[src/rtl/tinysat_pkg.sv]
`default_nettype none
// ============================================================================
//  Module   : tinysat_pkg
//  Brief    : Shared types and constants for the tinysat_gen brute-force
//             k-SAT solver (FSM states, mode encoding, literal layout).
//  Revision : 1.0  initial parametrised release
// ============================================================================
package tinysat_pkg;

   // Search controller states
   typedef enum logic [1:0] {
      ST_IDLE  = 2'd0,
      ST_EVAL  = 2'd1,
      ST_FOUND = 2'd2,
      ST_DONE  = 2'd3
   } state_t;

   // Search mode, sampled on start
   localparam logic MODE_PAUSE = 1'b0;
   localparam logic MODE_COUNT = 1'b1;

   // Literal word is {valid, negate, var_idx}; these offsets sit directly
   // above the IDX_W-bit variable index field.
   localparam int LIT_NEG_BIT   = 0;
   localparam int LIT_VALID_BIT = 1;

   // Width of the variable index field for a given variable count
   function automatic int idx_width(input int num_vars);
      return (num_vars <= 2) ? 1 : $clog2(num_vars);
   endfunction

   // Width of a full literal word (index + negate + valid)
   function automatic int lit_width(input int num_vars);
      return idx_width(num_vars) + 2;
   endfunction

endpackage
`default_nettype wire

[src/rtl/tinysat_clause_eval.sv]
`default_nettype none
// ============================================================================
//  Module   : tinysat_clause_eval
//  Brief    : Combinational evaluation of one LITS-literal clause against the
//             current assignment. Absent literals are skipped, out-of-range
//             variable indices read as false, an all-absent clause is true.
//  Revision : 1.0  initial parametrised release
// ============================================================================
module tinysat_clause_eval
   import tinysat_pkg::*;
#(
   parameter int NUM_VARS = 6,
   parameter int LITS     = 3,
   parameter int IDX_W    = 3,
   parameter int LIT_W    = 5
) (
   input  logic [LITS*LIT_W-1:0] clause_i,
   input  logic [NUM_VARS-1:0]   x_i,
   output logic                  clause_true_o
);

   logic [LITS-1:0] lit_present;
   logic [LITS-1:0] lit_true;

   for (genvar l = 0; l < LITS; l++) begin : g_lit
      logic [LIT_W-1:0] word;
      logic             sel_x;
      logic             sel_hit;

      assign word = clause_i[l*LIT_W +: LIT_W];

      // Select x[var_idx]; sel_hit stays low when the index names no variable
      always_comb begin
         sel_x   = 1'b0;
         sel_hit = 1'b0;
         for (int v = 0; v < NUM_VARS; v++) begin
            if (word[IDX_W-1:0] == IDX_W'(v)) begin
               sel_x   = x_i[v];
               sel_hit = 1'b1;
            end
         end
      end

      assign lit_present[l] = word[IDX_W+LIT_VALID_BIT];
      assign lit_true[l]    = word[IDX_W+LIT_VALID_BIT] & sel_hit
                              & (sel_x ^ word[IDX_W+LIT_NEG_BIT]);
   end

   assign clause_true_o = ~(|lit_present) | (|lit_true);

endmodule
`default_nettype wire

[src/rtl/tinysat_gen.sv]
`default_nettype none
// ============================================================================
//  Module   : tinysat_gen
//  Brief    : Parametrised brute-force k-SAT solver. Clause memory is loaded
//             over a streaming port; the search walks every assignment from 0
//             upward, one clause per cycle, and either pauses at each
//             solution or counts all of them.
//  Revision : 1.0  initial parametrised release
// ============================================================================
module tinysat_gen
   import tinysat_pkg::*;
#(
   parameter  int NUM_VARS     = 6,
   parameter  int LOG2_CLAUSES = 4,
   parameter  int LITS         = 3,
   localparam int IDX_W        = idx_width(NUM_VARS),
   localparam int LIT_W        = lit_width(NUM_VARS)
) (
   input  logic                clk,
   input  logic                reset,
   input  logic                load_valid_i,
   input  logic [LIT_W-1:0]    load_data_i,
   output logic                load_ready_o,
   input  logic                start_i,
   input  logic                mode_i,
   input  logic                next_i,
   output logic                busy_o,
   output logic                sol_valid_o,
   output logic [NUM_VARS-1:0] sol_x_o,
   output logic                sat_o,
   output logic [NUM_VARS:0]   sol_count_o,
   output logic                done_o
);

   localparam int NUM_CLAUSES = 2 ** LOG2_CLAUSES;
   localparam int DEPTH       = NUM_CLAUSES * LITS;
   localparam int PTR_W       = (DEPTH > 1) ? $clog2(DEPTH) : 1;
   localparam logic [LOG2_CLAUSES-1:0] CIDX_LAST = {LOG2_CLAUSES{1'b1}};
   localparam logic [NUM_VARS-1:0]     X_MAX     = {NUM_VARS{1'b1}};
   localparam logic [NUM_VARS:0]       CNT_MAX   = {(NUM_VARS+1){1'b1}};

   // Flat literal store: slot ptr holds clause ptr/LITS, literal ptr%LITS
   logic [LIT_W-1:0]         mem_q [DEPTH];
   logic [PTR_W-1:0]         ptr_q;
   logic [PTR_W-1:0]         ptr_d;
   logic                     load_accept;

   state_t                   state_q;
   logic [NUM_VARS-1:0]      x_q;
   logic [LOG2_CLAUSES-1:0]  cidx_q;
   logic                     mode_q;
   logic [NUM_VARS-1:0]      sol_x_q;
   logic                     sat_q;
   logic [NUM_VARS:0]        sol_count_q;
   logic                     done_q;
   logic                     busy_q;
   logic                     sol_valid_q;
   logic                     load_ready_q;

   logic [LITS*LIT_W-1:0]    clause_words;
   logic                     clause_true;

   assign load_accept = load_valid_i & load_ready_q;

   // Load pointer advance with wrap at the last slot
   always_comb begin
      ptr_d = ptr_q + 1'b1;
      if (ptr_q == PTR_W'(DEPTH - 1)) begin
         ptr_d = '0;
      end
   end

   // Load pointer register; only reset clears it
   always_ff @(posedge clk) begin
      if (reset) begin
         ptr_q <= '0;
      end else if (load_accept) begin
         ptr_q <= ptr_d;
      end
   end

   // Clause memory write port; contents survive reset
   always_ff @(posedge clk) begin
      if (load_accept) begin
         mem_q[ptr_q] <= load_data_i;
      end
   end

   // Combinational read of all literals of clause cidx
   for (genvar l = 0; l < LITS; l++) begin : g_rd
      assign clause_words[l*LIT_W +: LIT_W] = mem_q[PTR_W'(int'(cidx_q) * LITS + l)];
   end

   tinysat_clause_eval #(
      .NUM_VARS (NUM_VARS),
      .LITS     (LITS),
      .IDX_W    (IDX_W),
      .LIT_W    (LIT_W)
   ) u_clause_eval (
      .clause_i      (clause_words),
      .x_i           (x_q),
      .clause_true_o (clause_true)
   );

   // Search controller with registered status outputs
   always_ff @(posedge clk) begin
      if (reset) begin
         state_q      <= ST_IDLE;
         x_q          <= '0;
         cidx_q       <= '0;
         mode_q       <= MODE_PAUSE;
         sol_x_q      <= '0;
         sat_q        <= 1'b0;
         sol_count_q  <= '0;
         done_q       <= 1'b0;
         busy_q       <= 1'b0;
         sol_valid_q  <= 1'b0;
         load_ready_q <= 1'b1;
      end else begin
         case (state_q)
            ST_IDLE, ST_DONE: begin
               if (start_i) begin
                  state_q      <= ST_EVAL;
                  x_q          <= '0;
                  cidx_q       <= '0;
                  sol_count_q  <= '0;
                  sat_q        <= 1'b0;
                  done_q       <= 1'b0;
                  mode_q       <= mode_i;
                  busy_q       <= 1'b1;
                  load_ready_q <= 1'b0;
               end
            end

            ST_EVAL: begin
               if (clause_true && (cidx_q != CIDX_LAST)) begin
                  cidx_q <= cidx_q + 1'b1;
               end else if (clause_true) begin
                  // Every clause held for x: record the solution
                  sol_x_q <= x_q;
                  sat_q   <= 1'b1;
                  if (sol_count_q != CNT_MAX) begin
                     sol_count_q <= sol_count_q + 1'b1;
                  end
                  if (mode_q == MODE_PAUSE) begin
                     state_q     <= ST_FOUND;
                     sol_valid_q <= 1'b1;
                  end else if (x_q == X_MAX) begin
                     state_q      <= ST_DONE;
                     done_q       <= 1'b1;
                     busy_q       <= 1'b0;
                     load_ready_q <= 1'b1;
                  end else begin
                     x_q    <= x_q + 1'b1;
                     cidx_q <= '0;
                  end
               end else if (x_q == X_MAX) begin
                  state_q      <= ST_DONE;
                  done_q       <= 1'b1;
                  busy_q       <= 1'b0;
                  load_ready_q <= 1'b1;
               end else begin
                  x_q    <= x_q + 1'b1;
                  cidx_q <= '0;
               end
            end

            ST_FOUND: begin
               if (next_i) begin
                  sol_valid_q <= 1'b0;
                  if (x_q == X_MAX) begin
                     state_q      <= ST_DONE;
                     done_q       <= 1'b1;
                     busy_q       <= 1'b0;
                     load_ready_q <= 1'b1;
                  end else begin
                     state_q <= ST_EVAL;
                     x_q     <= x_q + 1'b1;
                     cidx_q  <= '0;
                  end
               end
            end

            default: begin
               state_q <= ST_IDLE;
            end
         endcase
      end
   end

   assign load_ready_o = load_ready_q;
   assign busy_o       = busy_q;
   assign sol_valid_o  = sol_valid_q;
   assign sol_x_o      = sol_x_q;
   assign sat_o        = sat_q;
   assign sol_count_o  = sol_count_q;
   assign done_o       = done_q;

endmodule
`default_nettype wire

[config.mk]
export PLATFORM = sky130hd
export DESIGN_NAME = tinysat_gen
export DESIGN_NICKNAME = d
export VERILOG_FILES = /design/src/rtl/tinysat_pkg.sv /design/src/rtl/tinysat_clause_eval.sv /design/src/rtl/tinysat_gen.sv
export SDC_FILE = /design/constraint.sdc
export NUM_CORES = 1
export LEC_CHECK = 0
export ABC_AREA = 1
export CAP_MARGIN = 20
export CORE_UTILIZATION = 45
export CTS_CLUSTER_DIAMETER = 150
export DETAILED_ROUTE_END_ITERATION = 6
export PLACE_DENSITY_LB_ADDON = 0.3
export REMOVE_ABC_BUFFERS = 1
export SETUP_SLACK_MARGIN = 0.2
export SYNTH_ARGS = -nofsm -noshare
export SYNTH_HDL_FRONTEND = slang
export SYNTH_SLANG_ARGS = --single-unit
[constraint.sdc]
create_clock -name clk -period 8.95 [get_ports clk]
set_input_delay 1.79 -clock clk [delete_from_list [all_inputs] [get_ports clk]]
set_output_delay 1.79 -clock clk [all_outputs]
set_load 0.005 [all_outputs]
Word-level counts from Yosys, hierarchy flattened --
Memory sizes are Yosys's and may differ from the RTL's. Index checks and enable logic that the tools add are counted.
Word-level totals: register bits 37, bits in writable memories 240, input port bits 11, logic and storage cells 175, memories 1
Cells by class: $add $sub $neg 6, multipliers 1, equality and inequality tests 30, mux-type cells 94, bitwise operators 13, reductions and logical operators 18
Memories:
- mem_q | words 48, bits a word 5, read ports 3, clocked after memory_dff 0, wr ports 1, RTL line tinysat_gen.sv:43 | logic [LIT_W-1:0] mem_q [DEPTH];
Operators with widths (count):
- 1-bit 2-to-1 mux | 61
- 6-bit 2-to-1 mux | 7
- 7-bit 2-to-1 mux | 4
- 4-bit 2-to-1 mux | 6
- 3-bit by 2-bit == test with 1-bit output (second input constant) | 6
- 3-bit == test (second input constant) | 6
- 6-bit one-hot mux with 3 select lines | 1
- 2-bit 2-to-1 mux | 7
- 7-bit one-hot mux with 2 select lines | 1
- 6-bit by 1-bit adder with 6-bit output (second input constant) | 2
- 6-bit by 2-bit adder with 6-bit output (second input constant) | 2
- 6-bit == test (second input constant) | 2
- 2-bit != test (second input constant) | 6
- 4-bit one-hot mux with 3 select lines | 1
- 5-bit AND reduction | 2
- 3-bit by 1-bit == test with 1-bit output (second input constant) | 3
- 3-bit zero test | 3
- 1-bit one-hot mux with 3 select lines | 3
- 3-bit AND reduction | 3
- 4-bit != test (second input constant) | 2
- 4-bit AND reduction | 2
- 7-bit by 1-bit adder with 7-bit output (second input constant) | 1
- 1-bit bitwise AND | 7
- 7-bit != test (second input constant) | 1
- other kinds (16) | 23

Logic depth before layout (Yosys ltp) --
Gate-level depths: netlist (run 1). An unclocked memory read counts as a cell.
word-level depth 17, mapped depth 32, gate-level depth less buffers 29

Cells and area by module --
From an unflattened synthesis (run 1), not the netlist that was laid out.
Second synthesis, totals: cells, all modules 2119, area total of the unflattened synthesis 16175.5 um^2
By module, submodules not included:
- tinysat_gen | instances 1, cells each 2043, area an instance 15856.5 um^2, seq. area each 7947.6 um^2
- tinysat_clause_eval | instances 1, cells each 76, area an instance 319.1 um^2, seq. area each 0.0 um^2

Least setup slack after synthesis (run 1) --
OpenSTA, ideal clock, no wires.
path type reg-to-reg, from reg cidx_q[1], to reg sol_x_q[3], in the netlist sol_x_o[3], setup time 0.119 ns, data arrival time 4.082 ns, data required time 8.831 ns, setup slack 4.749 ns, stages on the path, launching flop included 26, buffers on the path 6, clock period less this slack 4.201 ns, path through dfxtp_1 -> ha_1 -> inv_1 -> fa_1 -> buf_4 -> inv_2 -> buf_2 -> buf_1 -> ha_1 -> inv_1 -> clkbuf_1 -> clkbuf_1 -> nand3_1 -> a21oi_1 -> a31oi_1 -> o21ai_0 -> inv_1 -> nand3_1 -> nand3_2 -> nand2_2 -> inv_4 -> nand2_8 -> nand3_2 -> buf_4 -> o21ai_0 -> a21oi_1
Between the ends: word-level cells in the longest chain between the ends 17, elaborated cells between the ends (all ways) 75, those cells by class add/sub: 2; mul: 1; eq/ne: 16; mux: 36; bitwise: 12; reduce/logical: 7; memory: 1
Ends and longest elaborated chain:
- start: declaration | RTL line tinysat_gen.sv:50 | logic [LOG2_CLAUSES-1:0] cidx_q;
- start signal: assignment | RTL line tinysat_gen.sv:137 | cidx_q <= cidx_q + 1'b1;
- 4-bit by 2-bit multiplier with 6-bit output | RTL line tinysat_gen.sv:91 | assign clause_words[l*LIT_W +: LIT_W] = mem_q[PTR_W'(int'(cidx_q) * LITS + l)];
- 6-bit by 2-bit adder with 6-bit output | RTL line tinysat_gen.sv:91
- memory read 48 x 5 bit
- 3-bit zero test | RTL line tinysat_clause_eval.sv:37 | if (word[IDX_W-1:0] == IDX_W'(v)) begin
- 1-bit 2-to-1 mux (6 in series) | RTL line tinysat_clause_eval.sv:37
- 1-bit bitwise AND / 1-bit XOR (equally long branches) | RTL line tinysat_clause_eval.sv:45, tinysat_clause_eval.sv:46
- 1-bit bitwise AND | RTL line tinysat_clause_eval.sv:46 | & (sel_x ^ word[IDX_W+LIT_NEG_BIT]);
- 3-bit OR reduction | RTL line tinysat_clause_eval.sv:49 | assign clause_true_o = ~(|lit_present) | (|lit_true);
- 1-bit OR | RTL line tinysat_clause_eval.sv:49
- 1-bit logical AND | RTL line tinysat_gen.sv:136 | if (clause_true && (cidx_q != CIDX_LAST)) begin
- 1-bit inverter (no source line)
- 3-bit AND reduction (no source line) *
- end signal: assignment | RTL line tinysat_gen.sv:140 | sol_x_q <= x_q;
- end: declaration | RTL line tinysat_gen.sv:52 | logic [NUM_VARS-1:0] sol_x_q;
Mark *: on every way between the ends. The rest lies on a longest branch, timed or not. A chain may end at the register's enable or synchronous reset.

Worst setup path in the final report (run 1) --
from reg cidx_q[0], to reg sol_count_q[1], in the netlist sol_count_o[1]
Between the ends: word-level cells in the longest chain between the ends 17, elaborated cells between the ends (all ways) 76, those cells by class add/sub: 2; mul: 1; eq/ne: 18; mux: 36; bitwise: 11; reduce/logical: 7; memory: 1
Ends and longest elaborated chain:
- 4-bit by 2-bit multiplier with 6-bit output | RTL line tinysat_gen.sv:91
- 6-bit by 2-bit adder with 6-bit output | RTL line tinysat_gen.sv:91
- memory read 48 x 5 bit
- 3-bit zero test | RTL line tinysat_clause_eval.sv:37
- 1-bit 2-to-1 mux (6 in series) | RTL line tinysat_clause_eval.sv:37
- 1-bit bitwise AND / 1-bit XOR (equally long branches) | RTL line tinysat_clause_eval.sv:45, tinysat_clause_eval.sv:46
- 1-bit bitwise AND | RTL line tinysat_clause_eval.sv:46
- 3-bit OR reduction | RTL line tinysat_clause_eval.sv:49
- 1-bit OR | RTL line tinysat_clause_eval.sv:49
- 1-bit logical AND | RTL line tinysat_gen.sv:136
- 2-bit != test (no source line)
- 5-bit AND reduction (no source line) *
- end signal: assignment | RTL line tinysat_gen.sv:143 | sol_count_q <= sol_count_q + 1'b1;
- end: declaration | RTL line tinysat_gen.sv:54 | logic [NUM_VARS:0] sol_count_q;
Marked as above.

==> summary.md, run 1 <==
| Metric | Value |
|---|---|
| Rel. slew slack | 27.3% |
| YS warnings | 0 |
| Post-synthesis cell type with the largest combined area | edfxtp_1 |
| CTS tree | done |
| Vias per cell | 5.92 |
| Synth area leaders | edfxtp_1 44%, nand2_1 14%, nand3_1 11% |
| Finish-stage setup viols | 0 |
| Initial Util | 45.9% |
| Ports | 29 |
| CP endpoint kind | register |
| Clock Skew | 0.0145 ns |
| Sequential Area | 0.00795 mm^2 |
| Depth of the worst register-to-register path | 28 |
| Switch Pwr | 1.46 mW |
| DR vias | 14600 |
| Synth unique cells | 50 |
| Slowest CP cell | dfxtp_4 |
| Synth Cell Area | 0.0164 mm^2 |
| Drt wl/cell | 20.8 um |
| Postcts setup bufs | 0 |
| Sequential element share of the synthesized area | 48.4% |
| Worst Path Class, Setup | register to register |
| Vias in the first global route | 13300 |
| Violated checks | design-rule violations |
| Clock Pin Slew Worst Setup and Hold Paths | 0.06 ns |
| Peak supply drop | 117 uV |
| Setup WS post-layout | 2.85 ns |
| Sum Neg Setup Slack | 0 ns |
| # diodes | 0 |
| Die Ht | 193 um |
| Worst hold path class | register to register |
| Clk root buf | clkbuf_16 |
| Combinational share of power | 33.8% |
| Area of the multi-input gates | 0.00726 mm^2 |
| Slew Limit Fails | 0 |
| Tcrit/Tclk final | 68.1% |
| Placed Area | 0.0166 mm^2 |
| RSZ-0062 raised after global routing | no |
| Critical path required time | 9.45 ns |
| Worst-Margin Slew | 1.09 ns |
| Area delta synth->final | 6.74% |
| Antenna violations before repair | 0 |
| Max-cap violations | 0 |
| Slowest cell delay on critical path | 0.82 ns |
| Final Cell Area | 0.0175 mm^2 |
| Crit Reg-Reg Endpoint | sol_count_o[1] |
| Port bufs | 28 |
| Yosys reg bits | 277 |
| Nets@finish | 2006 |
| Die width | 193 um |
| Gpl congestion | 0.997 |
| Filler instances | 3408 |
| Post-CTS sizing | 0 |
| Post-route ant nets | 0 |
| FP Rows | 69 |
| Mapped Cells | 2031 |
| R2R Setup Slk | 2.85 ns |
| DRT iter0 DRCs | 2176 |
| GRT overflow | 0 |
| CP endpoint | sol_count_o[1] |
| WP data arrival | 6.60 ns |
| Drt drc | 7 |
| Full die area | 0.0372 mm^2 |
| Startpoint types | register |
| Clock Power Share | 28.8% |
| Leakage power | 6.56 nW |
| Worst skew pair latency | 0.57 ns |
| R2r startpoint | cidx_q[0] |
| CP startpoint | cidx_q[0] |
| Async set or reset register ratio after synthesis | 0% |
| Status | complete, but fails checks |
| First-pass GRT wire length | 78.2 mm |
| Post-synth top area share | 43.9% |
| Htree depth | 1 |
| Clock sinks | 277 |
| Hold_sp | done_o |
| Cell-internal power | 2.43 mW |
| Clock buffer count from CTS | 29 |
| Worst-path maximum fanout | 73 |
| Post-DP HPWL | 34.0 mm |
| Overall power | 3.89 mW |
| GR Util All Layers | 27.8% |
| Most frequently used flop master after synthesis | edfxtp_1 |
| PwrDens | 222 mW/mm^2 |
| Crit path time final | 6.10 ns |
| Core area | 0.0357 mm^2 |
| TritonRoute pass-1 iters | 7 |
| Hold Buf Count CTS | 0 |
| Flop pwr share | 37.4% |
| EDFF count, synth | 240 |
| Most numerous cell in the Yosys netlist | nand2_1 |
| Fmax | 164 MHz |
| Largest net degree at the start of global routing | 96 |
| Top cells by count, synth | 622 x nand2_1, 356 x nand3_1, 240 x edfxtp_1 |
| Clk buf depth | 3 |
| Switching Share | 37.5% |
| WL final | 51.2 mm |
| Hold Fails Final Rpt | 0 |
| Synthesized area per cell | 8.08 um^2 |
| Share of layout cells above drive strength 1 | 6.79% |
| Post-place setup slack | 2.73 ns |
## sequential cells by signal, summed over array words and instances (netlist names)
signal and count:
sol_valid_o 1, sat_o 1, sol_count_o 7, mode_q 1, ptr_q 6, load_ready_o 1, cidx_q 4, busy_o 1
x_q 6, done_o 1, mem_q 240, sol_x_o 6, state_q 2
## worst min path at each step
stage                     cells past startpoint  endpoint  slack [ns]
after detailed placement                      2    done_o        0.43
after global placement                        2    done_o        0.43
final                                         2    done_o        0.44
after global routing                          2    done_o        0.45
after floorplan                               2    done_o        0.44
after CTS                                     2    done_o        0.44
## layout make-up
class                      instances  share of cell area (%)
sequential                       277                    45.4
multi-input combinational       1508                    41.5
clock buffer                      34                    4.25
tap                              461                    3.29
inverter                         124                    2.72
timing repair buffer              43                    2.22
clock inverter                    18                   0.665
## metrics by stage
stage / hold WS, ns / util [%] / instances
floorplan: 0.437 / - / 1909
global placement: 0.431 / 46.5 / 2412
detailed placement: 0.434 / 46.5 / 2412
CTS: 0.443 / 48.9 / 2464
global route: 0.453 / 49.0 / 2465
finish: 0.437 / 49.0 / 2465
## critical path, delay by kind of cell, from the launching register on
family	cells	cell delay, ns
flops	1	0.82
simple gates	17	1.86
compound gates	1	0.14
fa+ha+maj	3	1.23
buf+inv	7	1.91
## layout by cell type, fill, tap and decap left out, types with 4 or more instances in the layout
| master | count |
|---|---|
| clkbuf_1 | 5 |
| nor3_1 | 11 |
| or2_1 | 20 |
| nand2_4 | 4 |
| nand4_1 | 12 |
| clkinv_1 | 8 |
| or2_2 | 15 |
| inv_2 | 11 |
| inv_1 | 107 |
| o2111ai_1 | 6 |
| nor2_1 | 96 |
| o221ai_1 | 10 |
| nand2_1 | 622 |
| o211ai_1 | 29 |
| dfxtp_1 | 36 |
| nand3_2 | 8 |
| o21ai_0 | 76 |
| a31oi_1 | 6 |
| o22ai_1 | 8 |
| ha_1 | 10 |
| o21a_1 | 4 |
| nand2_2 | 18 |
| buf_4 | 14 |
| buf_2 | 5 |
| inv_4 | 4 |
| o21ai_1 | 53 |
| edfxtp_1 | 240 |
| nand3_1 | 356 |
| clkdlybuf4s50_1 | 23 |
| clkinv_2 | 7 |
| clkbuf_16 | 29 |
| nor2_4 | 4 |
| a21oi_1 | 101 |
| mux2i_1 | 5 |
| a22oi_1 | 9 |
## power by group through the flow
stage | sequential, mW | clock (mW) | combinational [mW]
floorplan | 1.49 | 0 | 0.901
global placement | 1.48 | 0 | 1.25
detailed placement | 1.48 | 0 | 1.27
CTS | 1.45 | 1.13 | 1.27
global route | 1.46 | 1.18 | 1.44
finish | 1.45 | 1.12 | 1.31
## kinds of logic after synthesis
family,Yosys count,share of synthesized area (%)
muxes,5,0.305
xor gates and xnor gates,7,0.420
adders and majority gates,12,0.961
DFF,277,48.4
buffers and inverters,246,7.43
and+or+nand+nor,1176,31.7
AOI/OAI and AO/OA,308,10.7
## layer usage
metal  vias to the layer above  GRT usage (%)  share of wire [%]
met5                         -              0                  0
met2                       810           43.3                 45
met4                         0           10.8                3.5
met1                      6810           38.6                 42
met3                       114           4.94                 10
li1                       6870              -                  -
Note: power is estimated with default switching activity, not from simulation.
==> run 2, diff against run 1 <==
Clock period 8.95 ns to 6.2 ns, I/O delays scaled along.
==> summary.md, run 2 (synthesis results as in run 1) <==
| Metric | Value |
|---|---|
| GR Util All Layers | 29.5% (+1.6 points) |
| Sum Neg Setup Slack | 0 ns (unchanged) |
| Post-CTS sizing | 0 (unchanged) |
| Clock buffer count from CTS | 31 (+6.9%) |
| Crit path time final | 5.06 ns (-1.04 ns) |
| Leakage power | 6.71 nW (+2.3%) |
| Share of layout cells above drive strength 1 | 7.60% (+0.81 points) |
| WP data arrival | 5.57 ns (-1.03 ns) |
| Most common cell after layout, fill and taps aside | nand2_1 |
| Drt drc | 5 (-2) |
| Switch Pwr | 2.24 mW (+54%) |
| Vias per cell | 5.97 (+0.85%) |
| PwrDens | 345 mW/mm^2 (+55%) |
| Placed insts | 2416 (+0.17%) |
| Largest register by flop count | mem_q |
| Placed Area | 0.0167 mm^2 (+0.26%) |
| Worst path top cell family by delay | simple AND/OR/NAND/NOR gates |
| Worst skew pair latency | 0.58 ns (about the same) |
| FP Rows | 69 (unchanged) |
| Max-cap violations | 0 (unchanged) |
| Worst-Margin Slew | 1.20 ns (+0.108 ns) |
| Clock sinks | 277 (unchanged) |
| Slowest cell delay on critical path | 0.98 ns (+0.16 ns) |
| DRT iter0 DRCs | 2188 (+0.55%) |
| Finish-stage setup viols | 0 (unchanged) |
| Full die area | 0.0372 mm^2 (unchanged) |
| CTS tree | done |
| Most frequent cells in the layout | 622 x nand2_1, 356 x nand3_1, 240 x edfxtp_1 |
| Core area | 0.0357 mm^2 (unchanged) |
| Die Ht | 193 um (unchanged) |
| Startpoint types | register |
| Flop pwr share | 33.7% (-3.7 points) |
| Violated checks | design-rule violations |
| Clock Skew | 0.0126 ns (-0.00191 ns) |
| Layout Utilization | 50.0% (+0.96 points) |
| Postcts setup bufs | 0 (unchanged) |
| Cell-internal power | 3.92 mW (+61%) |
| Rel. slew slack | 20.1% (-7.2 points) |
| Status | complete, but fails checks |
| Nets@finish | 2012 (+0.30%) |
| Post-route ant nets | 0 (unchanged) |
| Vias in the first global route | 13600 (+2.8%) |
| Worst Path Class, Setup | register to register |
| Ports | 29 (unchanged) |
| Slew Limit Fails | 0 (unchanged) |
| Most used cell, CP | nand3_1 |
| Worst path cell trace | ha_1 > inv_1 > fa_1 > xor2_2 > buf_4 > nand3_1 > nand3_1 > nand3_1 > nand3_1 > nand2_1 > inv_2 > nand3_1 > nand3_1 > nand2_1 > nand2_1 > nand3_1 > nand2_1 > inv_2 > nand2_8 > nand3_2 > nor2_2 > nand3_1 > a21oi_1 |
| Clock Power Share | 34.1% (+5.3 points) |
| RSZ-0062 raised after global routing | no |
| Post-DP HPWL | 35.4 mm (+4.2%) |
| Slowest CP cell | fa_1 |
| Area delta synth->final | 8.84% |
| GRT overflow | 0 (unchanged) |
| Hold Buf Count CTS | 0 (unchanged) |
| Critical path required time | 6.71 ns (-2.74 ns) |
| WL final | 54.2 mm (+6.0%) |
| CP endpoint kind | register |
| Switching Share | 36.4% (-1.1 points) |
| Worst Hold Depth | 2 (unchanged) |
| Antenna violations before repair | 0 (unchanged) |
| # diodes | 0 (unchanged) |
| Worst path depth | 23 (-18%) |
| Clk buf depth | 3 (unchanged) |
| WP buf/inv | 4 (-3) |
| Max reg flops | 240 (unchanged) |
| Clock Pin Slew Worst Setup and Hold Paths | 0.06 ns (about the same) |
| Drt wl/cell | 21.9 um (+5.6%) |
| Hold Fails Final Rpt | 0 (unchanged) |
| Die width | 193 um (unchanged) |
| Worst-path maximum fanout | 19 (-74%) |
| Initial Util | 45.9% (unchanged) |
| Depth of the worst register-to-register path | 23 (-18%) |
| Fmax | 198 MHz (+21%) |
| Non-Filler Instances | 2474 (+0.37%) |
| DR vias | 14800 (+1.2%) |
| Port bufs | 28 (unchanged) |
| Htree depth | 1 (unchanged) |
| Filler instances | 3356 (-1.5%) |
| Clk root buf | clkbuf_16 |
| Peak supply drop | 214 uV (+83%) |
| First-pass GRT wire length | 82.1 mm (+5.0%) |
| Tcrit/Tclk final | 81.6% (+13 points) |
| Final Cell Area | 0.0179 mm^2 (+2.0%) |
| Combinational share of power | 32.2% (-1.6 points) |
| Largest net degree at the start of global routing | 237 (+150%) |
| TritonRoute pass-1 iters | 7 (unchanged) |
| Worst hold path class | register to register |
| Gpl congestion | 0.976 (-2.2%) |
==> run 2: cell types whose count changed in the layout (fill, tap and decap cells not counted), sizes merged <==
cell / previous run / this run
buf: 20 / 24
bufinv: 1 / 9
clkbuf: 34 / 33
clkinv: 16 / 8
clkinvlp: 3 / 5
inv: 122 / 126
==> run 2: metal layers <==
| metal | wire, um | global-route usage [%] | vias to the layer above |
|---|---|---|---|
| met2 | 24300 | 46.3 | 859 |
| met1 | 22800 | 41.7 | 6920 |
| met3 | 5520 | 4.47 | 107 |
| li1 | - | - | 6896 |
| met4 | 1620 | 9.59 | 0 |
| met5 | 0 | 0 | - |
==> run 2: power by group through the flow <==
stage | registers (mW) | logic (mW) | clock network, mW
6_report | 2.08 | 1.98 | 2.10
2_1_floorplan | 2.15 | 1.30 | 0
5_1_grt | 2.08 | 2.15 | 2.19
3_5_place_dp | 2.12 | 1.92 | 0
4_1_cts | 2.08 | 1.93 | 2.12
3_3_place_gp | 2.12 | 1.91 | 0
==> run 2: worst paths after layout <==
path         startpoint              to  slack (ns)
max           cidx_q[1]  sol_count_o[1]        1.14
min              done_o          done_o        0.44
max reg2reg   cidx_q[1]  sol_count_o[1]        1.14
min reg2reg      done_o          done_o        0.44
==> run 2: stage by stage <==
step | setup WS, ns | hold WS (ns) | power (mW)
2_1_floorplan | -4.89 | 0.437 | 3.45
5_1_grt | 0.820 | 0.478 | 6.42
4_1_cts | 1.20 | 0.451 | 6.13
3_3_place_gp | 1.25 | 0.434 | 4.03
3_5_place_dp | 1.21 | 0.441 | 4.04
6_report | 1.14 | 0.445 | 6.16
==> run 2: cell type report <==
class / count / area (um^2) / area share [%]
Clock buffer: 33 / 783 / 4.39
Clock inverter: 24 / 379 / 2.12
Inverter: 124 / 475 / 2.66
Multi-Input combinational cell: 1508 / 7260 / 40.7
Sequential cell: 277 / 7950 / 44.5
Tap cell: 461 / 577 / 3.23
Timing Repair Buffer: 47 / 430 / 2.41
==> run 2: tightest hold or removal path: stages, from the launching register on <==
cell and delay (ns):
dfxtp_1 0.31, inv_1 0.05, a21oi_1 0.05
==> run 3, diff against run 2 <==
Clock period 6.2 ns to 4.1 ns, I/O delays scaled along.
==> summary.md, run 3 (synthesis results as in run 1) <==
| Metric | Value |
|---|---|
| Status | complete, but fails checks |
| Violated checks | design-rule violations |
| Area delta synth->final | 16.3% |
| Vias in the first global route | 13800 (+1.2%) |
| Final Cell Area | 0.0191 mm^2 (+6.9%) |
| Max reg flops | 240 (unchanged) |
| Startpoint types | register |
| Die width | 193 um (unchanged) |
| Leakage power | 7.32 nW (+9.0%) |
| Slowest CP cell | fa_2 |
| Max-cap violations | 0 (unchanged) |
| Finish-stage setup viols | 0 (unchanged) |
| Largest register by flop count | mem_q |
| Post-route ant nets | 0 (unchanged) |
| WP data arrival | 4.21 ns (-1.36 ns) |
| Worst Hold Depth | 2 (unchanged) |
| Sequential Area | 0.00796 mm^2 (about the same) |
| Hold_sp | done_o |
| Clk root buf | clkbuf_16 |
| Worst skew pair latency | 0.60 ns (+0.02 ns) |
| Crit path time final | 3.77 ns (-1.29 ns) |
| Worst Hold Endpoint | done_o |
| Crit Reg-Reg Endpoint | load_ready_o |
| RSZ-0062 raised after global routing | no |
| FP Rows | 69 (unchanged) |
| Gpl congestion | 1.12 (+14%) |
| Peak supply drop | 318 uV (+49%) |
| Overall power | 9.61 mW (+56%) |
| Placed Area | 0.0173 mm^2 (+4.0%) |
| R2r startpoint | cidx_q[0] |
| Vias per cell | 6.03 (+0.98%) |
| Slew Limit Fails | 0 (unchanged) |
| Drt wl/cell | 22.5 um (+2.6%) |
| Clock buffer count from CTS | 31 (unchanged) |
| Filler instances | 3296 (-1.8%) |
| Hold Fails Final Rpt | 0 (unchanged) |
| Die Ht | 193 um (unchanged) |
| Fmax | 265 MHz (+34%) |
| Clock Skew | 0.0367 ns (+0.0241 ns) |
| DR vias | 15500 (+4.5%) |
| Drt drc | 7 (+2) |
| Ports | 29 (unchanged) |
| Post-DP HPWL | 37.7 mm (+6.6%) |
| DRT iter0 DRCs | 2078 (-5.0%) |
| TritonRoute pass-1 iters | 7 (unchanged) |
| Slowest cell delay on critical path | 0.60 ns (-0.38 ns) |
| Clk buf depth | 3 (unchanged) |
| Initial Util | 45.9% (unchanged) |
| Largest net degree at the start of global routing | 134 (-43%) |
| Depth of the worst register-to-register path | 29 (+26%) |
| Worst Path Class, Setup | register to register |
| Area of the multi-input gates | 0.00763 mm^2 (+5.1%) |
| WL final | 57.6 mm (+6.2%) |
| Most used cell, CP | nand3_2 |
| Antenna violations before repair | 0 (unchanged) |
| Most frequent cells in the layout | 615 x nand2_1, 322 x nand3_1, 240 x edfxtp_1 |
| Nets@finish | 2101 (+4.4%) |
| R2R Setup Slk | 0.33 ns (-0.81 ns) |
| Clock Pin Slew Worst Setup and Hold Paths | 0.06 ns (about the same) |
| Worst-Margin Slew | 1.12 ns (-0.0772 ns) |
| Critical path required time | 4.54 ns (-2.17 ns) |
| GRT overflow | 0 (unchanged) |
| Core area | 0.0357 mm^2 (unchanged) |
| Port bufs | 28 (unchanged) |
| Tcrit/Tclk final | 92.0% (+10 points) |
| Share of layout cells above drive strength 1 | 14.0% (+6.4 points) |
| Worst-path maximum fanout | 8 (-11) |
| # diodes | 0 (unchanged) |
| Htree depth | 1 (unchanged) |
| Most common cell after layout, fill and taps aside | nand2_1 |
| First-pass GRT wire length | 83.3 mm (+1.5%) |
| Rel. slew slack | 25.2% (+5.1 points) |
| Full die area | 0.0372 mm^2 (unchanged) |
| PwrDens | 503 mW/mm^2 (+46%) |
| Clock sinks | 277 (unchanged) |
| CP endpoint kind | register |
| CTS tree | done |
| GR Util All Layers | 29.9% (+0.39 points) |
| Worst hold path class | register to register |
==> run 3: cell count changes in the layout (fill, tap and decap cells not counted), sizes merged <==
| cell | delta |
|---|---|
| bufinv | -8 |
| buf | +85 |
| clkbuf | +13 |
| bufbuf | +1 |
| clkinv | +3 |
| clkinvlp | -4 |
| inv | -3 |
==> run 3: layout make-up <==
class	instances	share of cell area, %
timing repair buffer	136	7.49
clock buffer	43	4.74
sequential	277	41.7
inverter	124	2.57
tap	461	3.02
clock inverter	12	0.492
multi-input combinational	1508	40.0
==> run 3: worst max-delay path, delay by kind of cell, from the launching register on <==
kind / cells / cell delay, ns
simple gates: 16 / 1.42
compound gates: 1 / 0.07
buf+inv: 9 / 0.82
flops: 1 / 0.38
fa+ha+maj: 3 / 0.90
==> run 3: metrics by stage <==
step	std cells	utilization [%]	setup slack, ns	TNS, ns	hold slack [ns]
2_1_floorplan	1909	-	-6.99	-206.41	0.437
3_3_place_gp	2484	48.5	0.210	0	0.430
3_5_place_dp	2484	48.5	0.186	0	0.436
4_1_cts	2540	51.5	0.213	0	0.445
5_1_grt	2561	53.4	0.156	0	0.458
6_report	2561	53.4	0.327	0	0.440
==> run 3: worst max path at each step <==
| stage | endpoint | from | slack (ns) |
|---|---|---|---|
| detailed placement | load_ready_o | cidx_q[1] | 0.19 |
| floorplan | cidx_q[0] | cidx_q[0] | -6.99 |
| global route | sol_count_o[2] | cidx_q[0] | 0.16 |
| CTS | load_ready_o | cidx_q[0] | 0.21 |
| finish | load_ready_o | cidx_q[0] | 0.33 |
| global placement | sol_count_o[1] | cidx_q[1] | 0.21 |
==> run 3: where the power goes <==
| group | switching [mW] | internal, mW | leakage (nW) |
|---|---|---|---|
| Sequential | 0.0367 | 3.11 | 2.46 |
| Combinational | 2.42 | 1.29 | 4.36 |
| Clock | 1.16 | 1.59 | 0.497 |
==> run 3: timing repair <==
action | 4_1_cts | 5_1_grt
resized for setup | 7 | 106
pin swaps | 0 | 28
cloned | 1 | 3
endpoints found under the setup margin | 10 | 30
hold buffers | 0 | 0
setup buffers | 0 | 18
==> run 3: per-layer routing <==
layer	vias to the layer above	share of wire [%]	global-route usage, %	wire length (um)
met5	-	0	0	0
met4	0	4.2	10.5	2420
met3	173	10	4.45	5820
met2	962	44	46.4	25600
met1	7263	41	42.4	23700
li1	7054	-	-	-
